==> config.mk <==
export PLATFORM = sky130hd
export DESIGN_NAME = read_stack_pop_seq
export DESIGN_NICKNAME = d
export VERILOG_FILES = /design/src/rtl/read_stack_pop_seq.sv
export SDC_FILE = /design/constraint.sdc
export NUM_CORES = 1
export LEC_CHECK = 0
export CORE_AREA = 2 2 190 145
export CTS_CLUSTER_SIZE = 12
export DETAILED_ROUTE_END_ITERATION = 6
export DIE_AREA = 0 0 192 147
export GPL_TIMING_DRIVEN = 0
export PLACE_DENSITY = 0.88
export SLEW_MARGIN = 0
export SYNTH_ARGS = -nofsm -noshare
export SYNTH_HDL_FRONTEND = slang
export SYNTH_SLANG_ARGS = --single-unit
export TNS_END_PERCENT = 10
==> constraint.sdc <==
create_clock -name clk -period 4.5 [get_ports clk]
set_clock_uncertainty 0.1 [all_clocks]
set_input_delay 0.45 -clock clk [delete_from_list [all_inputs] [get_ports clk]]
set_output_delay 0.45 -clock clk [all_outputs]
set_load 0.05 [all_outputs]
==> src/rtl/read_stack_pop_seq.sv <==
// Stack pop sequencer: reads 1..MAX_POPS elements from SS:ESP with per-element
// SS limit checking, returning each element and the final ESP.
module read_stack_pop_seq #(
  parameter int unsigned MAX_POPS = 6
) (
  input  logic        clk,
  input  logic        rst_n,
  input  logic        pop_start,
  input  logic        pop_abort,
  input  logic [2:0]  pop_count,
  input  logic        pop_length_word,
  input  logic        pop_length_dword,
  input  logic        operand_16bit,
  input  logic [31:0] esp,
  input  logic [63:0] ss_cache,
  input  logic [31:0] ss_base,
  input  logic [31:0] ss_limit,
  output logic        rd_req,
  output logic [31:0] rd_linear,
  output logic [2:0]  rd_length,
  input  logic        rd_done,
  input  logic [31:0] rd_data,
  output logic [31:0] pop_data,
  output logic        pop_data_valid,
  output logic [2:0]  pop_index,
  output logic        pop_busy,
  output logic        pop_done,
  output logic        pop_ss_fault,
  output logic [31:0] pop_new_esp
);

  typedef enum logic [2:0] {IDLE, CHECK, READ, DONE, FAULT} state_e;

  localparam logic [2:0] MAX_CNT = 3'(MAX_POPS);

  state_e      state_q, state_d;
  logic [31:0] esp_q, esp_d;
  logic [31:0] base_q, base_d;
  logic [31:0] limit_q, limit_d;
  logic [31:0] off_q, off_d;
  logic        db_q, db_d;
  logic        ed_q, ed_d;
  logic        len4_q, len4_d;
  logic [2:0]  count_q, count_d;
  logic [2:0]  index_q, index_d;
  logic [31:0] pop_data_q, pop_data_d;
  logic        pop_data_valid_q, pop_data_valid_d;
  logic [2:0]  pop_index_q, pop_index_d;
  logic [31:0] new_esp_q, new_esp_d;

  logic [2:0]  len;
  logic [31:0] len_m1;
  logic [31:0] upper;
  logic        fault;
  logic [31:0] off_inc;
  logic [31:0] off_next;
  logic        start_len4;
  logic [2:0]  start_count;
  logic        unused_ss_bits;

  assign unused_ss_bits = ^{ss_cache[63:55], ss_cache[53:44], ss_cache[41:0]};

  always_comb begin
    len         = len4_q ? 3'd4 : 3'd2;
    len_m1      = {29'd0, len} - 32'd1;
    upper       = db_q ? 32'hFFFF_FFFF : 32'h0000_FFFF;
    // Expand-down segments hold valid offsets strictly above the limit.
    if (ed_q) begin
      fault = (off_q <= limit_q) || (off_q > upper) || ((upper - off_q) < len_m1);
    end else begin
      fault = (off_q > limit_q) || ((limit_q - off_q) < len_m1);
    end
    off_inc     = off_q + {29'd0, len};
    off_next    = db_q ? off_inc : {16'h0000, off_inc[15:0]};
    start_len4  = ~(pop_length_word | (~pop_length_dword & operand_16bit));
    start_count = (pop_count > MAX_CNT) ? MAX_CNT : pop_count;
  end

  always_comb begin
    state_d          = state_q;
    esp_d            = esp_q;
    base_d           = base_q;
    limit_d          = limit_q;
    off_d            = off_q;
    db_d             = db_q;
    ed_d             = ed_q;
    len4_d           = len4_q;
    count_d          = count_q;
    index_d          = index_q;
    pop_data_d       = pop_data_q;
    pop_data_valid_d = 1'b0;
    pop_index_d      = pop_index_q;
    new_esp_d        = new_esp_q;

    if (pop_abort) begin
      state_d = IDLE;
    end else begin
      unique case (state_q)
        IDLE: begin
          if (pop_start) begin
            esp_d   = esp;
            base_d  = ss_base;
            limit_d = ss_limit;
            db_d    = ss_cache[54];
            ed_d    = ss_cache[42] & ~ss_cache[43];
            len4_d  = start_len4;
            count_d = start_count;
            index_d = 3'd0;
            off_d   = ss_cache[54] ? esp : {16'h0000, esp[15:0]};
            if (start_count == 3'd0) begin
              state_d   = DONE;
              new_esp_d = esp;
            end else begin
              state_d = CHECK;
            end
          end
        end
        CHECK: begin
          if (fault) begin
            state_d   = FAULT;
            new_esp_d = esp_q;
          end else begin
            state_d = READ;
          end
        end
        READ: begin
          if (rd_done) begin
            pop_data_d       = len4_q ? rd_data : {16'h0000, rd_data[15:0]};
            pop_data_valid_d = 1'b1;
            pop_index_d      = index_q;
            off_d            = off_next;
            index_d          = index_q + 3'd1;
            if (index_q == count_q - 3'd1) begin
              state_d   = DONE;
              new_esp_d = db_q ? off_next : {esp_q[31:16], off_next[15:0]};
            end else begin
              state_d = CHECK;
            end
          end
        end
        DONE:    state_d = IDLE;
        FAULT:   state_d = IDLE;
        default: state_d = IDLE;
      endcase
    end
  end

  always_ff @(posedge clk) begin
    if (!rst_n) begin
      state_q          <= IDLE;
      esp_q            <= '0;
      base_q           <= '0;
      limit_q          <= '0;
      off_q            <= '0;
      db_q             <= 1'b0;
      ed_q             <= 1'b0;
      len4_q           <= 1'b0;
      count_q          <= '0;
      index_q          <= '0;
      pop_data_q       <= '0;
      pop_data_valid_q <= 1'b0;
      pop_index_q      <= '0;
      new_esp_q        <= '0;
    end else begin
      state_q          <= state_d;
      esp_q            <= esp_d;
      base_q           <= base_d;
      limit_q          <= limit_d;
      off_q            <= off_d;
      db_q             <= db_d;
      ed_q             <= ed_d;
      len4_q           <= len4_d;
      count_q          <= count_d;
      index_q          <= index_d;
      pop_data_q       <= pop_data_d;
      pop_data_valid_q <= pop_data_valid_d;
      pop_index_q      <= pop_index_d;
      new_esp_q        <= new_esp_d;
    end
  end

  assign rd_req         = (state_q == READ);
  assign rd_linear      = rd_req ? (base_q + off_q) : '0;
  assign rd_length      = rd_req ? len : '0;
  assign pop_data       = pop_data_q;
  assign pop_data_valid = pop_data_valid_q;
  assign pop_index      = pop_index_q;
  assign pop_busy       = (state_q != IDLE);
  assign pop_done       = (state_q == DONE);
  assign pop_ss_fault   = (state_q == FAULT);
  assign pop_new_esp    = new_esp_q;

endmodule

### Word level (Yosys, flattened, before mapping)

Cells that the tools add are included.

* add/subtract/negate cells: 7
* $lt $le $gt $ge: 6
* equal/unequal tests: 10
* muxes and demuxes: 29
* bitwise gates (word level): 9
* reduce and logical (&&, ||, !) cells: 15

Operators with widths (count)
* $mux W32: 13
* $pmux W32 S3: 1
* $gt A32 B32 Y1: 2
* $lt A32 B32 Y1: 2
* $pmux W32 S2: 1
* $sub A32 B32 Y32: 2
* $add A32 B3 Y32: 1
* $add A32 B32 Y32: 1
* $le A32 B32 Y1: 1
* $mux W3: 8
* $pmux W3 S3: 1
* $reduce_and A7 Y1: 1
* $eq A3 B2 Y1 const B: 2
* $logic_not A3 Y1: 2
* $ne A2 B2 Y1 const B: 3
* $not A1 Y1: 6
* $pmux W3 S2: 1
* $reduce_and A3 Y1: 2
* $reduce_bool A3 Y1: 2
* $mux W2: 2
* $ne A2 B1 Y1 const B: 2
* $reduce_and A4 Y1: 1
* $sub A3 B1 Y4 const B: 1
* $add A3 B1 Y3 const B: 1
* other kinds (13): 17

* register bits after elaboration: 208
* input port bits: 203
* output and inout bits: 107
* word-level logic and storage cells: 90

### Depth between registers and ports, before layout

Gate-level depths: netlist of run 1.

* depth in word-level cells: 7
* depth in mapped cells: 17
* depth with buffers taken out: 15

### Least setup slack after synthesis of run 1

Ideal clock, no wire load.

* kind: reg-to-output
* start: register off_q[1]
* end: output rd_linear[31]
* arrival: 3720 ps
* data required time: 3950 ps
* setup slack: 230 ps
* cell stages (with the launch flop): 13
* path buffers: 0
* path through: dfxtp_1 -> ha_1 -> a21o_1 -> a21oi_1 -> o21bai_1 -> a2111o_1 -> a21oi_1 -> o21ai_0 -> a2111oi_2 -> o311ai_0 -> a311o_1 -> xnor2_1 -> nor2_1

* cells in the longest elaborated chain, start to end: 2

Ends and longest elaborated chain
* from (decl): line 40 `logic [31:0] off_q, off_d;`
* from (signal assigned): line 154 `off_q <= '0;`
* from (signal assigned): line 169 `off_q <= off_d;`
* $add A32 B32 Y32: line 183 `assign rd_linear = rd_req ? (base_q + off_q) : '0;`
* $mux W32: line 183
* to (decl): line 19 `output logic [31:0] rd_linear,`

Every way passes these cells.

### Worst setup path after layout of run 1

* start: register state_q[1]
* end: output rd_linear[4]

* cells in the longest elaborated chain, start to end: 2

Ends and longest elaborated chain
* from (decl): line 36 `state_e state_q, state_d;`
* from (signal assigned): line 165 `state_q <= state_d;`
* $eq A3 B2 Y1: line 182 `assign rd_req = (state_q == READ);`
* $mux W32: line 183

Every way passes these cells.

==> results of run 1 <==
==> flip-flops by register name, summed over array words and instances, names as in the netlist <==
signal / count
off_q: 32
len4_q: 1
db_q: 1
ed_q: 1
base_q: 32
index_q: 3
pop_data: 32
pop_data_valid: 1
limit_q: 32
pop_index: 3
esp_q: 32
pop_new_esp: 32
count_q: 3
state_q: 3
==> kinds of logic (layout without fill, tap and decap cells) <==
| family | count (synthesis) | in the layout | synth area share [%] |
|---|---|---|---|
| adders and majority gates | 89 | 89 | 8.61 |
| AOI/OAI and AO/OA | 561 | 561 | 27.7 |
| muxes | 10 | 10 | 0.791 |
| buffers and inverters | 174 | 465 | 5.35 |
| and+or+nand+nor | 644 | 644 | 21.6 |
| xor gates and xnor gates | 70 | 70 | 4.61 |
| DFF | 208 | 208 | 31.3 |
| other | 1 | 2 | 0.0282 |
==> layer usage <==
metal / vias up / part of all wire, % / track usage, %
li1: 6859 / - / -
met1: 7065 / 42 / 50.8
met5: - / 0 / 0
met4: 0 / 2.8 / 10.6
met2: 1004 / 42 / 52.2
met3: 122 / 14 / 9.75
==> timing repair <==
action,in CTS,in global routing
setup endpoints to repair,54,53
gates resized for setup,85,65
pin swaps,9,17
hold endpoints to repair,0,0
buffers inserted,4,4
gates cloned,0,0
==> power by group through the flow <==
stage	clock network [mW]	logic, mW	registers, mW
floorplan	0	0.943	2.07
global placement	0	1.46	2.04
detailed placement	0	1.48	2.04
CTS	1.91	1.51	2.00
global route	1.97	1.71	2.01
finish	1.90	1.60	2.01
==> path summary, 6_finish.rpt <==
check | endpoint | from | slack, ps | cells after the start
worst max-delay path | rd_linear[4] | state_q[1]$_SDFFE_PP0P_ | 30 | 7
worst min-delay path | state_q[1]$_SDFFE_PP0P_ | pop_abort | 350 | 3
worst max register to register | pop_new_esp[15]$_SDFFE_PN0P_ | off_q[8]$_SDFFE_PN0P_ | 80 | 15
worst min register to register | esp_q[22]$_SDFFE_PN0P_ | esp_q[22]$_SDFFE_PN0P_ | 360 | 2
==> stage by stage <==
stage	power, mW	instances	TNS, ps
finish	5.51	2400	0
CTS	5.42	2397	-0.401
floorplan	3.01	1757	0
detailed placement	3.52	2353	-18730
global placement	3.50	2353	-17450
global route	5.70	2399	-399
==> synthesized netlist by cell type (5+ instances only) <==
library cell | count | area [sq um]
a211oi_1 | 6 | 45.0
a21o_1 | 29 | 218
a21oi_1 | 238 | 1190
a221oi_1 | 26 | 228
a22o_1 | 16 | 140
a22oi_1 | 14 | 105
a31oi_1 | 14 | 87.6
and2_1 | 8 | 50.1
and3_1 | 12 | 75.1
buf_2 | 5 | 25.0
buf_6 | 6 | 67.6
clkbuf_1 | 89 | 334
dfxtp_1 | 208 | 4160
ha_1 | 85 | 1060
inv_1 | 68 | 255
mux2i_1 | 6 | 60.1
nand2_1 | 339 | 1270
nand2b_1 | 7 | 43.8
nand3_1 | 41 | 205
nand4_1 | 26 | 163
nor2_1 | 115 | 432
nor2b_1 | 12 | 75.1
nor3_1 | 21 | 105
nor3b_1 | 8 | 60.1
nor4_1 | 13 | 81.3
o2111ai_1 | 7 | 61.3
o211ai_1 | 15 | 113
o21a_1 | 9 | 67.6
o21ai_0 | 78 | 390
o21ai_1 | 5 | 25.0
o21bai_1 | 9 | 67.6
o221a_1 | 20 | 225
o221a_2 | 8 | 90.1
o31ai_1 | 7 | 52.6
or2_2 | 14 | 87.6
or3_1 | 14 | 87.6
xnor2_1 | 51 | 447
xor2_1 | 19 | 166
==> critical path, delay by kind of cell (launching register included) <==
| kind | cells | cell delay, ps |
|---|---|---|
| buffers and inverters | 5 | 2610 |
| AND/OR/NAND/NOR | 2 | 420 |
| flip-flops | 1 | 340 |
==> final cells by class <==
| class | instances | share of cell area (%) |
|---|---|---|
| diodes | 1 | 0.0145 |
| plain buffers | 102 | 2.56 |
| clock buffers | 33 | 4.04 |
| clock inverters | 7 | 0.283 |
| inverters | 70 | 1.53 |
| multi-input cells | 1375 | 50.3 |
| flip-flops and latches | 208 | 24.3 |
| well taps | 351 | 2.55 |
| repair buffers | 253 | 14.5 |
==> qor.csv, run 1 <==
metric;value;unit
root buf cell;clkbuf_16;
Initial DRT Pass Iterations;6;
CP Capture Type;primary output;
Synth Register Bits;208;
drt total wl;51900;um
Peak VDD IR;246;uV
leading cell type in the layout, fill and taps excluded;nand2_1;
Final Cycle Share;99.4;%
Mapped Area;13300;sq um
initial antenna violation count;0;
Rows;52;
warnings from Yosys;0;
headroom to the max-slew limit;38.6;%
Fmax;224;MHz
first-pass GRT wire length;78400;um
CP cell instances;inv_1 > or3_1 > clkbuf_1 > clkbuf_1 > clkbuf_1 > nor2_1 > clkdlybuf4s50_1;
most used cell, CP;clkbuf_1;
crit path max fanout;10;
fillers;2350;
Avg Cell Area, Syn;7.56;sq um
Synth-to-Final Area Change;29.7;%
most frequent cells in the layout;339 x nand2_1, 229 x a21oi_1, 225 x clkdlybuf4s50_1, 198 x dfxtp_1, 115 x nor2_1;
Internal;3.63;mW
routed length per instance;21.6;um
Flop pwr share;36.4;%
asr flop ratio synth;0;%
max-slew violation count;0;
htree depth;1;
MaxCap Viol Count;0;
Die Height;147;um
number of different library cells in the post-synthesis netlist;85;
CP Class;register to primary output;
Starting Density;50.0;%
Multi-input gate area;8670;sq um
Die Area;28200;sq um
Reg area;4180;sq um
Core Footprint;26500;sq um
clock slew at reported path FFs;60;ps
Port Buf Inserts;245;
CP max stage cell;clkdlybuf4s50_1;
vias in the first global route;14100;
Max stage delay on crit path;750;ps
Tot GR Track Use;35.6;%
# setup viols final;0;
fraction of layout cells with a size suffix above 1;7.81;%
vias per cell;6.27;
min cycle time layout;4470;ps
HP Class;input port to register;
Placer Congestion;1.01;
hold_buf cts;0;
cells after synthesis;1757;
Primary FF master, synth;dfxtp_1;
Pleak;6.62;nW
switching power;1.89;mW
Comb power frac;29.1;%
RSZ-0062 raised after global routing;yes;
PwrDens;320;nW/um^2
CTS tree;yes;
Switching Share;34.2;%
Nets;2326;
Hold Worst Slack;350;ps
Max clock buf depth;3;
DP Worst Slack;-899;ps
cts bufs inserted;24;
CP Data Arrival Time;3920;ps
# clock sinks;208;
ports placed on the boundary;310;
remaining antenna violation count;0;
sequential fraction of the synthesis area;31.3;%
Synth Net Count;2049;
pin count of the biggest net entering global routing;22;
crit path launch type;register;
Starting DRT DRC Count;2075;
Post-synth EDFFs;0;
clock network fraction of design power;34.5;%
Worst-Margin Slew;922;ps
Vias;15100;
PnR worst setup slack;26.4;ps
Final Hold Fails;0;
Post-DP HPWL;39800;um
outcome;completed;
worst skew pair latency;540;ps
CP required;3950;ps
Die Wd;192;um
global route overflow;0;
drt drc;0;
post-placement cell area;16200;sq um
fin util;64.9;%
Finished Cell Area;17200;sq um
No activity file was read; power rests on OpenSTA's default activity.
==> run 2, diff against run 1 <==
==> constraint.sdc (replaced) <==
create_clock -name clk -period 4.7 [get_ports clk]
set_clock_uncertainty 0.1 [all_clocks]
set_input_delay 0.47 -clock clk [delete_from_list [all_inputs] [get_ports clk]]
set_output_delay 0.47 -clock clk [all_outputs]
set_load 0.05 [all_outputs]
==> run 2 against run 1 <==
  * First-iteration DRC count decreased by 7.7%
  * Highest routed layer unchanged
  * Via count hardly changed
  * Hold slack better by 5.8 ps
  * Die area stayed put
  * Wire length about the same
  * Sequential power is 4% lower
  * Largest cell class unchanged
==> qor.csv, run 2 (synthesized netlist as in run 1, its figures left out) <==
metric;value;unit
outcome;completed;
hold_buf cts;0;
leading cell type in the layout, fill and taps excluded;nand2_1;
worst setup path startpoint;off_q[6]$_SDFFE_PN0P_;
ports placed on the boundary;310;
Cells after DPL;2353;
Die Area;28200;sq um
global route overflow;0;
final setup TNS;0;ps
fraction of layout cells with a size suffix above 1;6.83;%
MaxCap Viol Count;0;
CTS tree;yes;
PwrDens;308;nW/um^2
Worst R2R Start;off_q[6]$_SDFFE_PN0P_;
first-pass GRT wire length;78300;um
max-slew violation count;0;
Fmax;214;MHz
vias per cell;6.27;
remaining antenna violation count;0;
min cycle time layout;4670;ps
Initial DRT Pass Iterations;6;
Peak VDD IR;236;uV
Post-DP HPWL;39800;um
PnR worst setup slack;31.3;ps
Starting Density;50.0;%
Max clock buf depth;3;
fin util;64.5;%
CP required;5030;ps
drt total wl;51900;um
most frequent cells in the layout;339 x nand2_1, 233 x a21oi_1, 229 x clkdlybuf4s50_1, 199 x dfxtp_1, 115 x nor2_1;
CP Capture Type;register;
Port Buf Inserts;245;
clock slew at reported path FFs;70;ps
DP Worst Slack;-719;ps
drt drc;0;
htree depth;1;
Vias;15100;
pin count of the biggest net entering global routing;22;
Die Wd;192;um
Die Height;147;um
post-placement cell area;16200;sq um
routed length per instance;21.6;um
# setup viols final;0;
Core Footprint;26500;sq um
crit path launch type;register;
crit path max fanout;10;
vias in the first global route;14100;
Tot GR Track Use;35.5;%
fillers;2341;
fin cells;2402;
Finished Cell Area;17100;sq um
Worst-Margin Slew;959;ps
Hold Worst Slack;356;ps
overall power;5.27;mW
Pleak;6.55;nW
# clock sinks;208;
CP Data Arrival Time;4990;ps
HP Class;register to register;
worst skew pair latency;540;ps
headroom to the max-slew limit;36.1;%
initial antenna violation count;0;
CP Class;register to register;
cts bufs inserted;24;
Final Cycle Share;99.3;%
Nets;2328;
Placer Congestion;1.01;
root buf cell;clkbuf_16;
Starting DRT DRC Count;1916;
HP Start;esp_q[22]$_SDFFE_PN0P_;
Synth-to-Final Area Change;28.9;%
setup slack, reg-to-reg;30;ps
Final Hold Fails;0;
Rows;52;
[run 2: path summary, 6_finish.rpt]
check,end,cells past startpoint
max,pop_new_esp[15]$_SDFFE_PN0P_,16
min,esp_q[22]$_SDFFE_PN0P_,2
max reg2reg,pop_new_esp[15]$_SDFFE_PN0P_,16
min reg2reg,esp_q[22]$_SDFFE_PN0P_,2
[run 2: final cells by class]
| type | count | area (sq um) | share of cell area (%) |
|---|---|---|---|
| Antenna cell | 1 | 2.50 | 0.0146 |
| Buffer | 104 | 448 | 2.62 |
| Clock buffer | 33 | 696 | 4.06 |
| Clock inverter | 7 | 48.8 | 0.285 |
| Inverter | 70 | 267 | 1.56 |
| Multi-Input combinational cell | 1375 | 8570 | 50.0 |
| Sequential cell | 208 | 4180 | 24.4 |
| Tap cell | 351 | 439 | 2.56 |
| Timing Repair Buffer | 253 | 2480 | 14.5 |
[run 2: where the power goes]
part	total [mW]	leakage [nW]	internal (mW)	switching, mW
registers	1.92	1.70	1.84	0.0778
logic	1.52	4.50	0.587	0.931
clock network	1.83	0.354	1.03	0.800
total	5.27	6.55	3.46	1.81
[run 2: routing by layer]
metal,global-route usage [%],up-vias,share of wire (%)
li1,-,6866,-
met3,9.53,163,13
met5,0,-,0
met2,51.6,974,41
met4,11.1,0,3.5
met1,50.8,7048,42
[run 2: worst max-delay path, stage by stage, from the launching register on]
cell and delay (ps):
dfxtp_1 520, inv_1 180, ha_1 300, buf_2 170, a21o_1 200, o21ai_1 610, a31oi_1 210, or4_1 540
a22oi_1 160, nand4_1 200, nor4_4 280, buf_4 180, o211ai_2 160, and2_1 230, buf_6 140, buf_6 150
o221a_1 220
[run 2: timing repair]
item                                    in CTS  in global routing
hold endpoints to repair                     0                  0
gates resized for setup                     67                 33
setup buffers                                2                  6
endpoints found under the setup margin      52                 46
pin swaps                                    6                 13
==> run 3, diff against run 2 <==
--- a/config.mk
+++ b/config.mk
@@ -5,12 +5,13 @@
 export SDC_FILE = /design/constraint.sdc
 export NUM_CORES = 1
 export LEC_CHECK = 0
-export CORE_AREA = 2 2 190 145
-export CTS_CLUSTER_SIZE = 12
+export CORE_AREA = 2 2 183 140
+export CTS_CLUSTER_SIZE = 30
 export DETAILED_ROUTE_END_ITERATION = 6
-export DIE_AREA = 0 0 192 147
+export DIE_AREA = 0 0 185 142
+export DONT_BUFFER_PORTS = 1
 export GPL_TIMING_DRIVEN = 0
-export PLACE_DENSITY = 0.88
+export PLACE_DENSITY = 0.77
 export SLEW_MARGIN = 0
 export SYNTH_ARGS = -nofsm -noshare
 export SYNTH_HDL_FRONTEND = slang
==> constraint.sdc (replaced) <==
create_clock -name clk -period 4.51 [get_ports clk]
set_clock_uncertainty 0.1 [all_clocks]
set_input_delay 0.451 -clock clk [delete_from_list [all_inputs] [get_ports clk]]
set_output_delay 0.451 -clock clk [all_outputs]
set_load 0.05 [all_outputs]
==> run 3 against run 2 <==
  * Combinational power is essentially flat
  * Sequential power rose by 7%
  * Cell count fell by 5.4%
  * Sequential share of layout area up 1.4 points
  * Non-clock buffer count shrank 115
  * The run now ends with setup timing left
  * Critical path depth decreased by 2
  * Power up 6.4%
  * Largest power group unchanged
  * Via count fell by 1.7%
  * Setup slack got worse by 97 ps
  * Design area fell by 5.5%
  * Global-route usage is 3.0 points higher
==> qor.csv, run 3 (synthesized netlist as in run 1, its figures left out) <==
metric;value;unit
crit path launch type;register;
Internal;3.69;mW
Starting DRT DRC Count;1993;
ports placed on the boundary;310;
failing checks;setup timing;
post-placement cell area;13700;sq um
Finished Cell Area;16200;sq um
outcome;finished, violations left;
Peak VDD IR;315;uV
overall power;5.60;mW
Flop pwr share;36.7;%
clock slew at reported path FFs;70;ps
htree depth;1;
switching power;1.91;mW
Core Footprint;24500;sq um
leading cell type in the layout, fill and taps excluded;nand2_1;
Tot GR Track Use;38.4;%
# setup viols final;2;
drt total wl;52700;um
drt drc;0;
PnR worst setup slack;-66.0;ps
global route overflow;0;
CTS tree;yes;
routed length per instance;23.2;um
# clock sinks;208;
fraction of layout cells with a size suffix above 1;8.37;%
worst skew pair latency;530;ps
final setup TNS;-69.8;ps
Placer Congestion;1.01;
clock network fraction of design power;36.7;%
CP required;3960;ps
vias in the first global route;13900;
Comb power frac;26.6;%
Rows;50;
Final Cycle Share;101;%
PwrDens;346;nW/um^2
Fmax;219;MHz
Worst-Margin Slew;1450;ps
Nets;2212;
Port Buf Inserts;0;
CP Class;register to primary output;
root buf cell;clkbuf_16;
Die Wd;185;um
cts bufs inserted;23;
first-pass GRT wire length;78000;um
fillers;2072;
HP Class;input port to register;
Die Area;26300;sq um
Pleak;6.19;nW
pin count of the biggest net entering global routing;22;
Vias;14800;
Post-DP HPWL;37900;um
crit path max fanout;5;
Die Height;142;um
initial antenna violation count;1;
headroom to the max-slew limit;3.06;%
max-slew violation count;0;
CP Capture Type;primary output;
RSZ-0062 raised after global routing;yes;
remaining antenna violation count;0;
vias per cell;6.51;
most frequent cells in the layout;339 x nand2_1, 230 x a21oi_1, 199 x dfxtp_1, 129 x dlygate4sd3_1, 104 x nor2_1;
Initial DRT Pass Iterations;6;
Max clock buf depth;3;
Switching Share;34.2;%
CP Data Arrival Time;4020;ps
MaxCap Viol Count;0;
min cycle time layout;4580;ps
Final Hold Fails;0;
Starting Density;54.2;%
Synth-to-Final Area Change;21.8;%
ant diodes;0;
==> run 3: cell count changes in the layout (fill, tap and decap cells not counted), sizes merged, moves of 4 or more <==
cell and change:
buf -5, bufinv +4, clkbuf -8, clkdlybuf4s50 -229, dlygate4sd2 -7, dlygate4sd3 +129
==> run 3: final cells by class <==
class / instances / area, sq um / area share (%)
Timing Repair Buffer: 140 / 1370 / 8.49
Clock buffer: 27 / 611 / 3.77
Sequential cell: 208 / 4180 / 25.8
Clock inverter: 13 / 185 / 1.14
Tap cell: 338 / 423 / 2.61
Multi-Input combinational cell: 1375 / 8700 / 53.8
Inverter: 70 / 264 / 1.63
Buffer: 102 / 442 / 2.73
==> run 3: path summary, 6_finish.rpt <==
kind | start | to | slack (ps) | depth (start not counted)
worst max-delay path | off_q[0]$_SDFFE_PN0P_ | rd_linear[30] | -70 | 14
worst min-delay path | esp[5] | esp_q[5]$_SDFFE_PN0P_ | 7 | 2
worst max register to register | off_q[11]$_SDFFE_PN0P_ | pop_new_esp[19]$_SDFFE_PN0P_ | 80 | 16
worst min register to register | esp_q[0]$_SDFFE_PN0P_ | esp_q[0]$_SDFFE_PN0P_ | 360 | 2
==> run 3: timing repair <==
action                     CTS  global route
setup endpoints to repair   53            46
pin swaps                   12            11
hold buffers               129             0
buffers inserted             5             6
hold endpoints to repair   137             0
resized for setup           49            30
==> run 3: worst max-delay path: stages, from the launching register on <==
cell and delay [ps]:
dfxtp_2 370, ha_1 240, fa_2 380, a21o_1 220, a21oi_4 190, o21bai_2 120
a2111oi_4 400, nor4_2 130, o211ai_1 190, buf_4 170, a31oi_2 140, a211oi_2 320
o21ai_0 140, xnor2_1 200, nor2_4 290
==> run 3: power groups by stage <==
stage	Sequential, mW	Combinational [mW]	Clock (mW)
2_1_floorplan	2.06	0.941	0
3_3_place_gp	2.09	1.25	0
3_5_place_dp	2.09	1.26	0
4_1_cts	2.05	1.39	2.05
5_1_grt	2.07	1.60	2.13
6_report	2.06	1.49	2.06
==> run 3: metal layers <==
layer,part of all wire (%),track usage [%],vias to the layer above
li1,-,-,6631
met4,4.3,14.9,2
met2,41,56.3,1071
met3,15,13.6,181
met1,40,51.7,6904
met5,0.025,0,-
==> run 3: through the flow <==
step           std cells  setup slack, ps  hold slack [ps]  util (%)
2_1_floorplan       1757              239              336         -
3_3_place_gp        2095             -691              341      55.9
3_5_place_dp        2095             -838              346      56.0
4_1_cts             2269            -1.91            0.595      65.5
5_1_grt             2273             -152             9.91      66.0
6_report            2273            -66.0             7.29      66.0
